## config.mk

```make
export PLATFORM = sky130hd
export DESIGN_NAME = addr_gen_nd
export DESIGN_NICKNAME = d
export VERILOG_FILES = /design/src/rtl/addr_gen_nd.sv
export SDC_FILE = /design/constraint.sdc
export NUM_CORES = 1
export LEC_CHECK = 0
export BUFFER_PORTS_ARGS = -buffer_cell sky130_fd_sc_hd__buf_2
export CAP_MARGIN = 20
export CELL_PAD_IN_SITES_DETAIL_PLACEMENT = 0
export CELL_PAD_IN_SITES_GLOBAL_PLACEMENT = 2
export CORE_MARGIN = 2
export CORE_UTILIZATION = 35
export DETAILED_ROUTE_END_ITERATION = 8
export PLACE_DENSITY_LB_ADDON = 0.1
export SETUP_SLACK_MARGIN = 0.15
export SYNTH_ARGS = -nofsm -noshare
export SYNTH_HDL_FRONTEND = slang
export SYNTH_SLANG_ARGS = --single-unit
```

## constraint.sdc

```tcl
create_clock -name clk -period 9.8 [get_ports clk]
set_clock_uncertainty 0.05 [all_clocks]
set_input_delay 0.98 -clock clk [delete_from_list [all_inputs] [get_ports clk]]
set_output_delay 0.98 -clock clk [all_outputs]
set_load 0.02 [all_outputs]
```

## src/rtl/addr_gen_nd.sv

```systemverilog
// addr_gen_nd: N-dimensional strided address generator with optional ring wrap
module addr_gen_nd #(
  parameter int ADDR_W = 16,
  parameter int CNT_W  = 16,
  parameter int NDIM   = 3
) (
  input  logic                   clk,
  input  logic                   rst_n,
  input  logic [ADDR_W-1:0]      cfg_base,
  input  logic [NDIM*CNT_W-1:0]  cfg_count,
  input  logic [NDIM*ADDR_W-1:0] cfg_stride,
  input  logic                   cfg_wrap_en,
  input  logic [ADDR_W-1:0]      cfg_wrap_lo,
  input  logic [ADDR_W-1:0]      cfg_wrap_size,
  input  logic                   start,
  input  logic                   abort,
  output logic                   busy,
  output logic                   out_valid,
  input  logic                   out_ready,
  output logic [ADDR_W-1:0]      out_addr,
  output logic [NDIM*CNT_W-1:0]  out_idx,
  output logic [NDIM-1:0]        out_last,
  output logic                   done
);
  typedef enum logic [1:0] {IDLE, RUN, DONE} state_t;
  state_t state;
  logic [NDIM*CNT_W-1:0] cnt_q, idx_q, idx_n;
  logic [NDIM*ADDR_W-1:0] stride_q, anchor_q, anchor_n;
  logic [ADDR_W-1:0] lo_q, size_q, addr_q, sum, nxt;
  logic wrap_en_q, valid_q, done_q, any_zero, run_last;
  logic [NDIM:0] al;

  // al[d]: every dim below d sits on its final iteration (al[d+1] is out_last[d])
  always_comb begin
    al = '0;
    run_last = 1'b1;
    any_zero = 1'b0;
    al[0] = 1'b1;
    for (int d = 0; d < NDIM; d++) begin
      run_last = run_last & (idx_q[d*CNT_W +: CNT_W] == cnt_q[d*CNT_W +: CNT_W] - CNT_W'(1));
      al[d+1] = run_last;
      any_zero = any_zero | (cfg_count[d*CNT_W +: CNT_W] == '0);
    end
  end

  // Next point: the carry dim k steps its anchor, every dim at or below k restarts from it
  always_comb begin
    sum = '0;
    idx_n = idx_q;
    anchor_n = anchor_q;
    for (int d = 0; d < NDIM; d++)
      if (al[d] & ~al[d+1]) sum = anchor_q[d*ADDR_W +: ADDR_W] + stride_q[d*ADDR_W +: ADDR_W];
    nxt = (wrap_en_q && (sum - lo_q) >= size_q) ? sum - size_q : sum;
    for (int d = 0; d < NDIM; d++)
      if (al[d]) begin
        idx_n[d*CNT_W +: CNT_W] = al[d+1] ? '0 : idx_q[d*CNT_W +: CNT_W] + CNT_W'(1);
        anchor_n[d*ADDR_W +: ADDR_W] = nxt;
      end
  end

  // Walk FSM with registered stream outputs; abort overrides everything once a walk is live
  always_ff @(posedge clk or negedge rst_n) begin
    if (!rst_n) begin
      state <= IDLE;
      valid_q <= 1'b0;
      done_q <= 1'b0;
      cnt_q <= '0;
      stride_q <= '0;
      wrap_en_q <= 1'b0;
      lo_q <= '0;
      size_q <= '0;
      anchor_q <= '0;
      idx_q <= '0;
      addr_q <= '0;
    end else if (state == IDLE) begin
      if (start && !abort) begin
        cnt_q <= cfg_count;
        stride_q <= cfg_stride;
        wrap_en_q <= cfg_wrap_en;
        lo_q <= cfg_wrap_lo;
        size_q <= cfg_wrap_size;
        anchor_q <= {NDIM{cfg_base}};
        idx_q <= '0;
        addr_q <= cfg_base;
        state <= any_zero ? DONE : RUN;
        valid_q <= !any_zero;
        done_q <= any_zero;
      end
    end else if (abort) begin
      state <= IDLE;
      valid_q <= 1'b0;
      done_q <= 1'b0;
    end else if (state == DONE) begin
      state <= IDLE;
      done_q <= 1'b0;
    end else if (out_ready) begin
      if (al[NDIM]) begin
        state <= DONE;
        valid_q <= 1'b0;
        done_q <= 1'b1;
      end else begin
        idx_q <= idx_n;
        anchor_q <= anchor_n;
        addr_q <= nxt;
      end
    end
  end

  assign busy = state != IDLE;
  assign out_valid = valid_q;
  assign out_addr = addr_q;
  assign out_idx = idx_q;
  assign out_last = al[NDIM:1];
  assign done = done_q;
endmodule

```

== Word level (Yosys, flattened, before mapping) ==
Index checks and enable logic that the tools add are counted.
Storage, ports and cells
  register bits after elaboration: 245
  bits of input ports: 150
  output and inout bits: 70
Cells by class
  $add $sub $neg: 11
  $lt $le $gt $ge: 1
  equal/unequal tests: 9
  muxes and demuxes: 47
  bitwise logic cells: 8
  reduce and logical (&&, ||, !) cells: 22
Operators by type and width (count)
  2-to-1 mux 48 bit: 12
  2-to-1 mux 16 bit: 16
  adder 16 x 1 -> 16 bit (second input constant): 3
  adder 16 bit: 3
  equality test 16 bit: 3
  logical NOT 16 bit: 3
  subtractor 16 x 1 -> 16 bit (second input constant): 3
  subtractor 16 bit: 2
  greater-or-equal comparator 16 bit: 1
  2-to-1 mux 2 bit: 7
  2-to-1 mux 1 bit: 12
  AND reduction 6 bit: 2
  nonzero test 2 bit: 4
  nonzero test 4 bit: 2
  != test 2 x 1 -> 1 bit (second input constant): 3
  nonzero test 3 bit: 2
  AND reduction 5 bit: 1
  bitwise AND 1 bit: 4
  AND reduction 4 bit: 1
  != test 3 bit (second input constant): 1
  AND reduction 3 bit: 1
  equality test 2 bit (second input constant): 1
  logical AND 1 bit: 2
  logical NOT 1 bit: 2
  other kinds (5): 7

== Longest topological paths before layout ==
  word-level depth: 17
  mapped depth: 36

== Worst setup path before layout ==
Ideal clock, no wire load.
  kind: reg2reg
  start point: reg cnt_q[3]
  end point: reg anchor_q[27]
  setup time: 0.125 ns
  data arrival time: 7.261 ns
  slack: 2.364 ns
  cell stages (with the launch flop): 36
  buffers on the path: 5
  clock period less this slack: 7.436 ns
  path through: dfrtp_1 > buf_2 > or4_1 > buf_2 > or4b_1 > a311oi_2 > o211ai_2 > buf_2 > inv_2 > and2_1 > buf_2 > a22o_1 > a21oi_1 > ha_1 > fa_1 > nor2b_1 > o21ai_0 > a21boi_0 > o21ai_0 > a21boi_0 > o21ai_0 > a21oi_1 > nor2_1 > xnor2_1 > ha_1 > a21o_1 > a21o_1 > a21o_1 > a2111oi_0 > nand2b_1 > o21ai_1 > clkbuf_1 > nor2_1 > a211oi_1 > nor2_1 > mux2_2
Between the ends
  longest elaborated chain between the ends: 17
  elaborated cells on any way between the ends: 25
RTL lines
  from (decl): line 27  | logic [NDIM*CNT_W-1:0] cnt_q, idx_q, idx_n;
  from (signal assigned): line 77  | cnt_q <= cfg_count;
  subtractor 16 x 1 -> 16 bit *: line 40  | run_last = run_last & (idx_q[d*CNT_W +: CNT_W] == cnt_q[d*CNT_W +: CNT_W] - CNT_W'(1));
  equality test 16 bit *: line 40
  bitwise AND 1 bit: line 40
  NOT 1 bit / bitwise AND 1 bit (equally long branches): line 52, 40
  bitwise AND 1 bit / NOT 1 bit (equally long branches): line 52  | if (al[d] & ~al[d+1]) sum = anchor_q[d*ADDR_W +: ADDR_W] + stride_q[d*ADDR_W +: ADDR_W];
  2-to-1 mux 16 bit / bitwise AND 1 bit (equally long branches): line 52
  2-to-1 mux 16 bit: line 52
  subtractor 16 bit: line 53  | nxt = (wrap_en_q && (sum - lo_q) >= size_q) ? sum - size_q : sum;
  greater-or-equal comparator 16 bit: line 53
  logical AND 1 bit: line 53
  2-to-1 mux 16 bit: line 53
  2-to-1 mux 16 bit: line 55  | if (al[d]) begin
  2-to-1 mux 48 bit: line 97  | if (al[NDIM]) begin
  2-to-1 mux 48 bit: line 96  | end else if (out_ready) begin
  2-to-1 mux 48 bit: line 93  | end else if (state == DONE) begin
  2-to-1 mux 48 bit: line 89  | end else if (abort) begin
  2-to-1 mux 48 bit: line 75  | end else if (state == IDLE) begin
  to (signal assigned): line 82  | anchor_q <= {NDIM{cfg_base}};
  to (signal assigned): line 103  | anchor_q <= anchor_n;
  to (decl): line 28  | logic [NDIM*ADDR_W-1:0] stride_q, anchor_q, anchor_n;
Every way passes the cells marked *; elsewhere a longest branch is shown, timed or not. The select of a mux whose other input is x is not followed.
A chain may end at the register's enable or synchronous reset.

== Final worst setup path ==
  start point: reg cnt_q[3]
  end point: reg anchor_q[40]
The elaborated chain is that of the path after synthesis.

==> results.tsv <==
metric	value	unit
status	finished, final reports clean	
crit path from	cnt_q[3]$_DFFE_PN0P_	
chip height	214	um
PnR Total Power	6.41	mW
synthesized net count	2085	
Worst Hold Class	input port to async pin	
DP Worst Slack	0.986	ns
CP endpoint kind	flop	
DP Wirelength	39500	um
max-cap violations	0	
Post-Syn Area	15400	um2
Seq/Total Area, Yosys	37.1	%
RSZ-0062 raised after global routing	no	
die footprint	45600	um2
post-DR vias/cell	5.15	
number of synthesized flops with an enable pin	0	
reg2reg start	cnt_q[3]$_DFFE_PN0P_	
final setup margin	1.08	ns
CTS H-tree depth	1	
post-route cell area	17900	um2
number of port buffers	219	
prevailing post-synth register cell	dfrtp_1	
first-pass GRT wire length	78500	um
Unique masters post-synth	84	
cell taking the most area after synthesis	dfrtp_1	
Layout Cells excl Fill	2618	
period utilization	88.9	%
CTS Buf Count	30	
clock sinks	228	
synth top area cells	dfrtp_1 37%, nand2_1 10%, ha_1 7.9%, xnor2_1 4.6%, xor2_1 4.1%	
CTS Buffer Depth	3	
vias in the first global route	13400	
DR pass1 iterations	4	
initial antenna violation count	1	
Leakage Power	8.61	nW
Final Util	41.5	%
worst endpoint required time	10.20	ns
CTS root buf	clkbuf_16	
ANT nets after route	0	
DRC	0	
nets@finish	2265	
Ports	220	
peak per-stage delay on the critical path	0.69	ns
Critical Path Start Type	flop	
Rows	76	
Initial Util	35.6	%
Slew HR	38.3	%
final WL	51100	um
worst r2r dst	anchor_q[40]$_DFFE_PN0P_	
Hold WS	0.340	ns
placed cells	2566	
R2R depth	32	
gr usage total	22.5	%
R2R Setup Slk	1.08	ns
share of cells above drive strength 1	16.5	%
vias	13500	
async set-reset flop share out of synthesis	100	%
Final Hold Viols	0	
worst slew pin tran	0.926	ns
routed len/inst	19.5	um
hold buffer count at CTS	0	
Slowest cell on crit path	or4_1	
CTS resizes	0	
clk_lat worst skew	0.59	ns
initial DRC count	686	
pwr dens	358	nW/um2
gpl congestion	0.866	
core area	43200	um2
Worst-path clk slew	0.06	ns
CP most frequent cell	o21ai_0	
Placed Area	16900	um2
Synth warnings	0	
Final min period	8.72	ns
TritonCTS clock tree	yes	
#FFs+latches synth	228	
largest net degree at the start of global routing	130	
Crit Path Class	flop to flop	
Setup violations, final	0	
DIE WIDTH	214	um
Setup TNS	0	ns
fmax	0.115	GHz
Area Growth Syn to Fin	16.5	%
Mean Syn Cell Area	8.38	um2
maximum resistive drop on vdd	207	uV
grt total ovfl	0	
synthesized netlist cell count	1833	
pins over their slew limit	0	
post-CTS setup buffer count	0	
worst-path fanout max	21	
Synth top area share	37.1	%
Arr. time, crit path	9.11	ns
## cells in the mapped netlist (12+ instances only)
master,instances
nor3_1,45
nand4_1,24
inv_1,65
xnor2_1,80
buf_2,18
buf_4,18
xor2_1,72
a21o_1,22
mux2_2,21
o21ai_0,106
nor2_1,123
o21a_1,12
or3_1,21
dfrtp_1,228
nor4_1,27
and3_1,25
clkbuf_1,53
ha_1,97
nand2b_1,16
nand3_1,42
nand2_1,423
a21oi_1,84
o31ai_1,20
a211oi_1,13
## sequential cells by signal, indices dropped and copies added, names as in the netlist
register / flops
anchor_q: 48
cnt_q: 48
lo_q: 16
out_idx: 48
out_valid: 1
size_q: 16
state: 2
stride_q: 48
wrap_en_q: 1
## worst max-delay path by stage
stage | end | cells after the start
after global placement | anchor_q[12]$_DFFE_PN0P_ | 32
after detailed placement | anchor_q[12]$_DFFE_PN0P_ | 32
final | anchor_q[40]$_DFFE_PN0P_ | 32
after floorplan | anchor_q[27]$_DFFE_PN0P_ | 35
after global routing | anchor_q[6]$_DFFE_PN0P_ | 33
after CTS | anchor_q[12]$_DFFE_PN0P_ | 32
## report_power, final
part,total (mW),internal (mW),switching [mW]
clock,1.09,0.649,0.437
combinational,3.89,1.62,2.28
sequential,1.43,1.17,0.259
## layout by cell type, fill, tap and decap left out, drive strengths merged, types with 7 or more instances in the layout
cell type,count
nand3,42
nand2,423
a21o,22
o21ai,113
o31ai,20
nand2b,16
mux2,21
a22oi,7
xor2,72
xnor2,80
a2111oi,8
or3,23
a211oi,13
a21oi,84
nor2,124
o211ai,11
nor3,47
a31oi,10
clkbuf,45
nor4,28
o21a,12
buf,240
inv,66
nand4,25
ha,97
mux2i,7
dfrtp,228
and3,25
## per-layer routing
metal | part of all wire [%] | GRT usage (%)
met5 | 0 | 0
met4 | 2.4 | 5.27
met3 | 3.9 | 2.86
met2 | 48 | 38.9
met1 | 45 | 30.0
## critical path, delay by kind of cell (launching register included)
family	cells	cell delay, ns
AND/OR/NAND/NOR	7	2.41
flip-flops	1	0.46
AO/OA/AOI/OAI	18	3.78
XOR/XNOR	1	0.13
buffers and inverters	3	0.74
adder cells (fa/ha/maj)	3	0.97
## cell families (layout without fill, tap and decap cells)
| family | count (synthesis) | count (layout) | share of synthesized area [%] |
|---|---|---|---|
| AND/OR/NAND/NOR | 806 | 806 | 24.1 |
| AO/OA/AOI/OAI | 358 | 358 | 14.9 |
| flip-flops | 228 | 228 | 37.1 |
| buffers and inverters | 159 | 358 | 4.57 |
| XOR/XNOR | 152 | 152 | 8.66 |
| adder cells (fa/ha/maj) | 102 | 102 | 8.55 |
| multiplexers | 28 | 28 | 2.08 |
| other | 0 | 1 | 0 |
## final cells by class
class,instances,area [um2]
tap,585,732
multi-input combinational,1446,8980
fill,4516,25300
clock inverter,6,57.6
timing repair buffer,240,1270
sequential,228,5710
antenna,1,2.50
clock buffer,45,898
inverter,67,251
(Power assumes the default switching activity.)
